**src/rtl/fifo_pkg.sv**
```systemverilog
// Shared types and constants for the FIFO-to-stream burst reader.
package fifo_pkg;

   localparam int unsigned CNT_W = 8;

   typedef enum logic [1:0] {
      IDLE  = 2'd0,
      RUN   = 2'd1,
      DRAIN = 2'd2
   } state_t;

endpackage

```
**src/rtl/stream_out_reg.sv**
```systemverilog
// Single-entry output register for a valid/ready stream.
// Holds data/last stable while the consumer stalls.
module stream_out_reg #(
   parameter int unsigned DATA_WIDTH = 6
) (
   input  logic                  clk,
   input  logic                  rst_n,
   input  logic                  load,
   input  logic [DATA_WIDTH-1:0] load_data,
   input  logic                  load_last,
   input  logic                  ready,
   output logic                  valid,
   output logic [DATA_WIDTH-1:0] data,
   output logic                  last
);

   // A load wins over a transfer so pop+transfer keeps valid high.
   always_ff @(posedge clk or negedge rst_n) begin
      if (!rst_n) begin
         valid <= 1'b0;
         data  <= '0;
         last  <= 1'b0;
      end else if (load) begin
         valid <= 1'b1;
         data  <= load_data;
         last  <= load_last;
      end else if (valid && ready) begin
         valid <= 1'b0;
         last  <= 1'b0;
      end
   end

endmodule

```
**src/rtl/fifo_stream_reader.sv**
```systemverilog
// Reads fixed-length bursts from a first-word-fall-through FIFO
// and presents them on a valid/ready stream with an end-of-burst marker.
module fifo_stream_reader
   import fifo_pkg::*;
#(
   parameter int unsigned DATA_WIDTH = 6,
   parameter int unsigned BURST_LEN  = 4
) (
   input  logic                  clk,
   input  logic                  rst_n,
   input  logic                  start,
   input  logic [DATA_WIDTH-1:0] fifo_data,
   input  logic                  fifo_empty,
   output logic                  read_enable,
   output logic                  m_valid,
   input  logic                  m_ready,
   output logic [DATA_WIDTH-1:0] m_data,
   output logic                  m_last,
   output logic                  busy,
   output logic                  burst_done
);

   state_t           state;
   logic [CNT_W-1:0] remaining;
   logic             pop;
   logic             last_pop;
   logic             xfer;

   // Pop only when the output slot is free or being emptied this cycle.
   assign pop = (state == RUN) && !fifo_empty && (!m_valid || m_ready) &&
                (remaining != '0);
   assign last_pop    = pop && (remaining == CNT_W'(1));
   assign xfer        = m_valid && m_ready;
   assign read_enable = pop;
   assign busy        = (state != IDLE);

   always_ff @(posedge clk or negedge rst_n) begin
      if (!rst_n) begin
         state      <= IDLE;
         remaining  <= '0;
         burst_done <= 1'b0;
      end else begin
         burst_done <= 1'b0;
         case (state)
            IDLE: begin
               if (start) begin
                  state     <= RUN;
                  remaining <= CNT_W'(BURST_LEN);
               end
            end
            RUN: begin
               if (pop) begin
                  remaining <= remaining - CNT_W'(1);
                  if (last_pop) state <= DRAIN;
               end
            end
            DRAIN: begin
               // Only the last word can be held here, so any transfer ends the burst.
               if (xfer) begin
                  state      <= IDLE;
                  burst_done <= 1'b1;
               end
            end
            default: state <= IDLE;
         endcase
      end
   end

   stream_out_reg #(
      .DATA_WIDTH (DATA_WIDTH)
   ) u_out (
      .clk       (clk),
      .rst_n     (rst_n),
      .load      (pop),
      .load_data (fifo_data),
      .load_last (last_pop),
      .ready     (m_ready),
      .valid     (m_valid),
      .data      (m_data),
      .last      (m_last)
   );

endmodule

```
**config.mk**
```make
export PLATFORM = sky130hd
export DESIGN_NAME = fifo_stream_reader
export DESIGN_NICKNAME = d
export VERILOG_FILES = /design/src/rtl/fifo_pkg.sv /design/src/rtl/stream_out_reg.sv /design/src/rtl/fifo_stream_reader.sv
export SDC_FILE = /design/constraint.sdc
export NUM_CORES = 1
export LEC_CHECK = 0
export ABC_AREA = 0
export BUFFER_PORTS_ARGS = -buffer_cell sky130_fd_sc_hd__buf_4
export CORE_MARGIN = 8
export CORE_UTILIZATION = 46
export CTS_CLUSTER_DIAMETER = 50
export DETAILED_ROUTE_END_ITERATION = 7
export PLACE_DENSITY = 0.81
export SLEW_MARGIN = 20
export SYNTH_ARGS = -nofsm -noshare
export SYNTH_HDL_FRONTEND = slang
export SYNTH_SLANG_ARGS = --single-unit
```
**constraint.sdc**
```tcl
create_clock -name clk -period 1.65 [get_ports clk]
set_input_delay 0.2475 -clock clk [delete_from_list [all_inputs] [get_ports clk]]
set_output_delay 0.2475 -clock clk [all_outputs]
set_load 0.005 [all_outputs]
```
### After elaboration in Yosys (flattened, before gate mapping)

Cells that the tools add are included.

* add/subtract/negate cells: 1
* equality and inequality tests: 7
* muxes and demuxes: 13
* reductions and logical operators: 15

Operator list (number)
* two-way mux 8 bit: 2
* case mux 8 bit (2 select lines): 1
* equality test 8 x 1 -> 1 bit (second input constant): 1
* two-way mux 2 bit: 4
* nonzero test 8 bit: 1
* subtractor 8 x 1 -> 8 bit (second input constant): 1
* != test 2 bit (second input constant): 3
* case mux 2 bit (3 select lines): 1
* nonzero test 2 bit: 3
* logical AND 1 bit: 5
* two-way mux 1 bit: 5
* AND reduction 4 bit: 1
* AND reduction 3 bit: 1
* equality test 2 x 1 -> 1 bit (second input constant): 1
* equality test 2 bit (second input constant): 1
* zero test 1 bit: 2
* zero test 2 bit: 1
* != test 2 x 1 -> 1 bit (second input constant): 1
* logical OR 1 bit: 1

* flip-flop bits (word level): 19
* input port bits: 11
* output and inout port bits: 11
* logic and storage cells: 42

### Depth between registers and ports, before layout

* word-level depth: 8
* gate-level depth with buffers: 6
* gate-level depth less buffers: 5

### Modules after synthesis

A second synthesis with hierarchy kept.

* cells, all modules: 84
* area, all modules: 972.2 um^2

Modules (own cells, without submodules)
* fifo_stream_reader: times used 1, cells an instance 64, area each 639.4 um^2, seq. area each 275.3 um^2
* stream_out_reg: times used 1, cells an instance 20, area each 332.8 um^2, seq. area each 200.2 um^2

### Least setup slack after synthesis

No wires, ideal clock.

* path type: register to register
* from: register remaining[3]
* to: register u_out.data[2]
* setup time: 0.125 ns
* arrival: 1.535 ns
* required time: 1.525 ns
* slack: -0.009 ns
* cell stages (with the launch flop): 6
* path buffers: 1
* period minus slack after synthesis: 1.659 ns
* path through: dfrtp_1 nor4_4 nand3_4 nand2_2 buf_6 mux2_2

* word-level cells in the longest chain between the ends: 2

Ends and longest elaborated chain
* from (decl): line fifo_stream_reader.sv:24 `logic [CNT_W-1:0] remaining;`
* from (signal assigned): line fifo_stream_reader.sv:48 `remaining <= CNT_W'(BURST_LEN);`
* from (signal assigned): line fifo_stream_reader.sv:53 `remaining <= remaining - CNT_W'(1);`
* nonzero test 8 bit: line fifo_stream_reader.sv:31 `(remaining != '0);`
* logical AND 1 bit: line fifo_stream_reader.sv:30 `assign pop = (state == RUN) && !fifo_empty && (!m_valid || m_ready) &&`
* to (signal assigned): line stream_out_reg.sv:25 `data <= load_data;`
* to (decl): line stream_out_reg.sv:13 `output logic [DATA_WIDTH-1:0] data,`

Every way passes these cells.
A chain may end at the register's enable or synchronous reset.

### Worst setup path in the final report

* from: register remaining[3]
* to: output read_enable

* word-level cells in the longest chain between the ends: 2

Ends and longest elaborated chain
* nonzero test 8 bit: line fifo_stream_reader.sv:31
* logical AND 1 bit: line fifo_stream_reader.sv:30
* to (decl): line fifo_stream_reader.sv:14 `output logic read_enable,`

Every way passes these cells.

==> summary.md <==
| Metric | Value |
|---|---|
| Status | `finished with violations` |
| Failing checks | `negative setup slack` |
| Layout Nets | `131` |
| First-pass DRT Iterations | `5` |
| Setup TNS | `-556 ps` |
| Worst vdd ir | `0.000776 V` |
| Gr ovfl total | `0` |
| Core area | `0.00196 sq mm` |
| First-pass GRT wire length | `3530 um` |
| FF+latch area | `478 sq um` |
| F_max | `573 MHz` |
| Commonest non-fill, non-tap cell in the layout | `buf_4` |
| Die W | `61.7 um` |
| Initial antenna violation count | `0` |
| Crit path launch type | `flip-flop` |
| Final instance area | `0.00133 sq mm` |
| Sequential share of the synthesized area | `49.4%` |
| Clk sinks | `19` |
| Initial drt markers | `26` |
| Setup Viol. Count Final | `8` |
| Clock latency on the worst-skew pair | `300 ps` |
| Setup Skew | `3.33 ps` |
| Hold_ws | `172 ps` |
| GRT Util Overall | `12.6%` |
| Starting Density | `49.0%` |
| Gpl congestion | `0.845` |
| Via-to-Cell Ratio | `5.10` |
| Total routed wirelength | `2170 um` |
| Total power | `2.03 mW` |
| Placed insts | `132` |
| Residual DRC | `0` |
| CTS tree | `yes` |
| Fin crit period | `1750 ps` |
| Seq cells post-synth | `19` |
| Clock-pin slew on the worst setup and hold paths | `110 ps` |
| Actual slew at the worst max-slew pin | `358 ps` |
| Cell Area, Placed | `0.00120 sq mm` |
| Multi-input gate area | `478 sq um` |
| Compound-Gate Fraction of Synth Area | `6.37%` |
| EDFF count, synth | `0` |
| HP Class | `in2reg` |
| Post-synthesis cell count | `78` |
| Main combinational cell family by area after synthesis | `simple AND/OR/NAND/NOR gates` |
| Dpl hpwl | `1550 um` |
| CTS root buffer | `clkbuf_4` |
| Synth-to-Final Area Change | `37.8%` |
| Fill cells | `159` |
| Fin crit share | `106%` |
| Routed Antenna Nets | `0` |
| Chip height | `61.7 um` |
| Post-Syn Area | `962 sq um` |
| Row cnt | `16` |
| WL/cell | `15.1 um` |
| Setup ws final | `-96.0 ps` |
| WS Path Type | `reg2out` |
| Max-Cap Viols | `0` |
| Max FO, Critical Path | `2` |
| P per Cell Area | `1530 mW/mm^2` |
| Fin. Hold Viols | `0` |
| Full die area | `0.00381 sq mm` |
| Static Leak | `0.636 nW` |
| Synth Area in Adders | `3.90%` |
| Yosys warns | `0` |
| Post-Layout Cell Count | `143` |
| Final Max Slew Viols | `0` |
| Grt met2 use | `20.5%` |
| Synth Area in XOR/XNOR | `0%` |
| Most frequent cells in the layout | `buf_4, dfrtp_1, nand2_1` |
| Crit end category | `output pin` |
| Share of post-route cells with drive strength above 1 | `49.1%` |
| Mean Syn Cell Area | `12.3 sq um` |
| IO buf count | `21` |
| CP arrival | `1500 ps` |
| Worst slew margin | `75.9%` |
| Ys async rst share | `100%` |
| Vias in the first global route | `722` |
| Post-synthesis mux area share | `13.3%` |
| GRT met3 Usage | `3.50%` |
| Top-Level Pins | `22` |
| Clock Tree Buf Depth | `2` |
| Largest net degree at the start of global routing | `20` |
| Antenna cell count | `0` |
| CTS Buf Count | `3` |
| Primary FF master, synth | `dfrtp_1` |
| Yosys cell types | `29` |
| Simple-gate portion of the synthesized area | `23.9%` |
| Most Crowded Layer GR | `met2` |
| Via count | `730` |
| Unrepaired setup endpoints after global routing | `true` |
| Htree depth | `1` |
| CP required | `1400 ps` |
| Syn_nets | `92` |
| Met1 Use GR | `15.4%` |
per-layer routing:
layer	vias to the layer above	routed length, um
li1	354	-
met1	350	960
met2	24	1040
met3	2	143
met4	0	19
met5	-	0
through the flow:
step / util [%] / setup WS [ps]
4_1_cts: 64.9 / -81.1
3_3_place_gp: 61.2 / 74.4
6_report: 67.6 / -96.0
2_1_floorplan: - / 1.89
5_1_grt: 67.6 / -160
3_5_place_dp: 61.2 / 49.3
cells by family after synthesis:
kind of cell / count (synthesis)
muxes: 12
AOI/OAI and AO/OA: 8
DFF: 19
adders and majority gates: 3
and+or+nand+nor: 30
buffers and inverters: 6
area by class of cell:
class / instances / area share [%]
repair buffers: 35 / 21.8
clock buffers: 4 / 1.98
inverters: 5 / 1.60
multi-input cells: 53 / 36.0
well taps: 27 / 2.55
flip-flops and latches: 19 / 36.0
state kept, by name (all words and copies together) (netlist names):
register,count
u_out.valid,1
burst_done,1
u_out.data,6
state,2
remaining,8
u_out.last,1
path summary, 6_finish.rpt:
kind | depth (start not counted) | slack (ps) | to | startpoint
worst max-delay path | 5 | -100 | read_enable | remaining[3]
worst min-delay path | 2 | 170 | u_out.data[0] | fifo_data[0]
worst max register to register | 6 | -80 | u_out.data[5] | remaining[3]
worst min register to register | 1 | 520 | u_out.data[4] | u_out.data[4]
max in group asynchronous | 2 | 1070 | remaining[0] | rst_n
min in group asynchronous | 2 | 360 | burst_done | rst_n
timing repair:
item | CTS | global route
hold buffers | 1 | 0
setup endpoints to repair | 1 | 10
pin swaps | 4 | 7
setup buffers | 3 | 3
endpoints found under the hold margin | 19 | 0
gates resized for setup | 4 | 10
cell usage after synthesis (2+ instances only):
cell type / number / area (sq um)
mux2_2: 6 / 67.6
nand4_1: 2 / 12.5
nor4_4: 2 / 42.5
mux2i_1: 6 / 60.1
nor2_1: 4 / 15.0
a21oi_1: 2 / 10.0
nand3b_1: 2 / 15.0
ha_1: 3 / 37.5
a21bo_2: 2 / 20.0
inv_1: 5 / 18.8
dfrtp_1: 19 / 475
nand2_1: 8 / 30.0
power breakdown:
| part | internal, mW | leakage [nW] | switching (mW) |
|---|---|---|---|
| clock | 0.0942 | 0.0150 | 0.145 |
| sequential | 0.653 | 0.228 | 0.167 |
| combinational | 0.559 | 0.393 | 0.416 |
| total | 1.31 | 0.636 | 0.727 |
worst max-delay path, cell delays in order, from the launching register on:
cell and delay, ps:
dfrtp_2 440, nor4_4 360, nand3_4 150, nand2_8 100, inv_4 30, buf_6 110
Note: power is estimated with default switching activity, not from simulation.
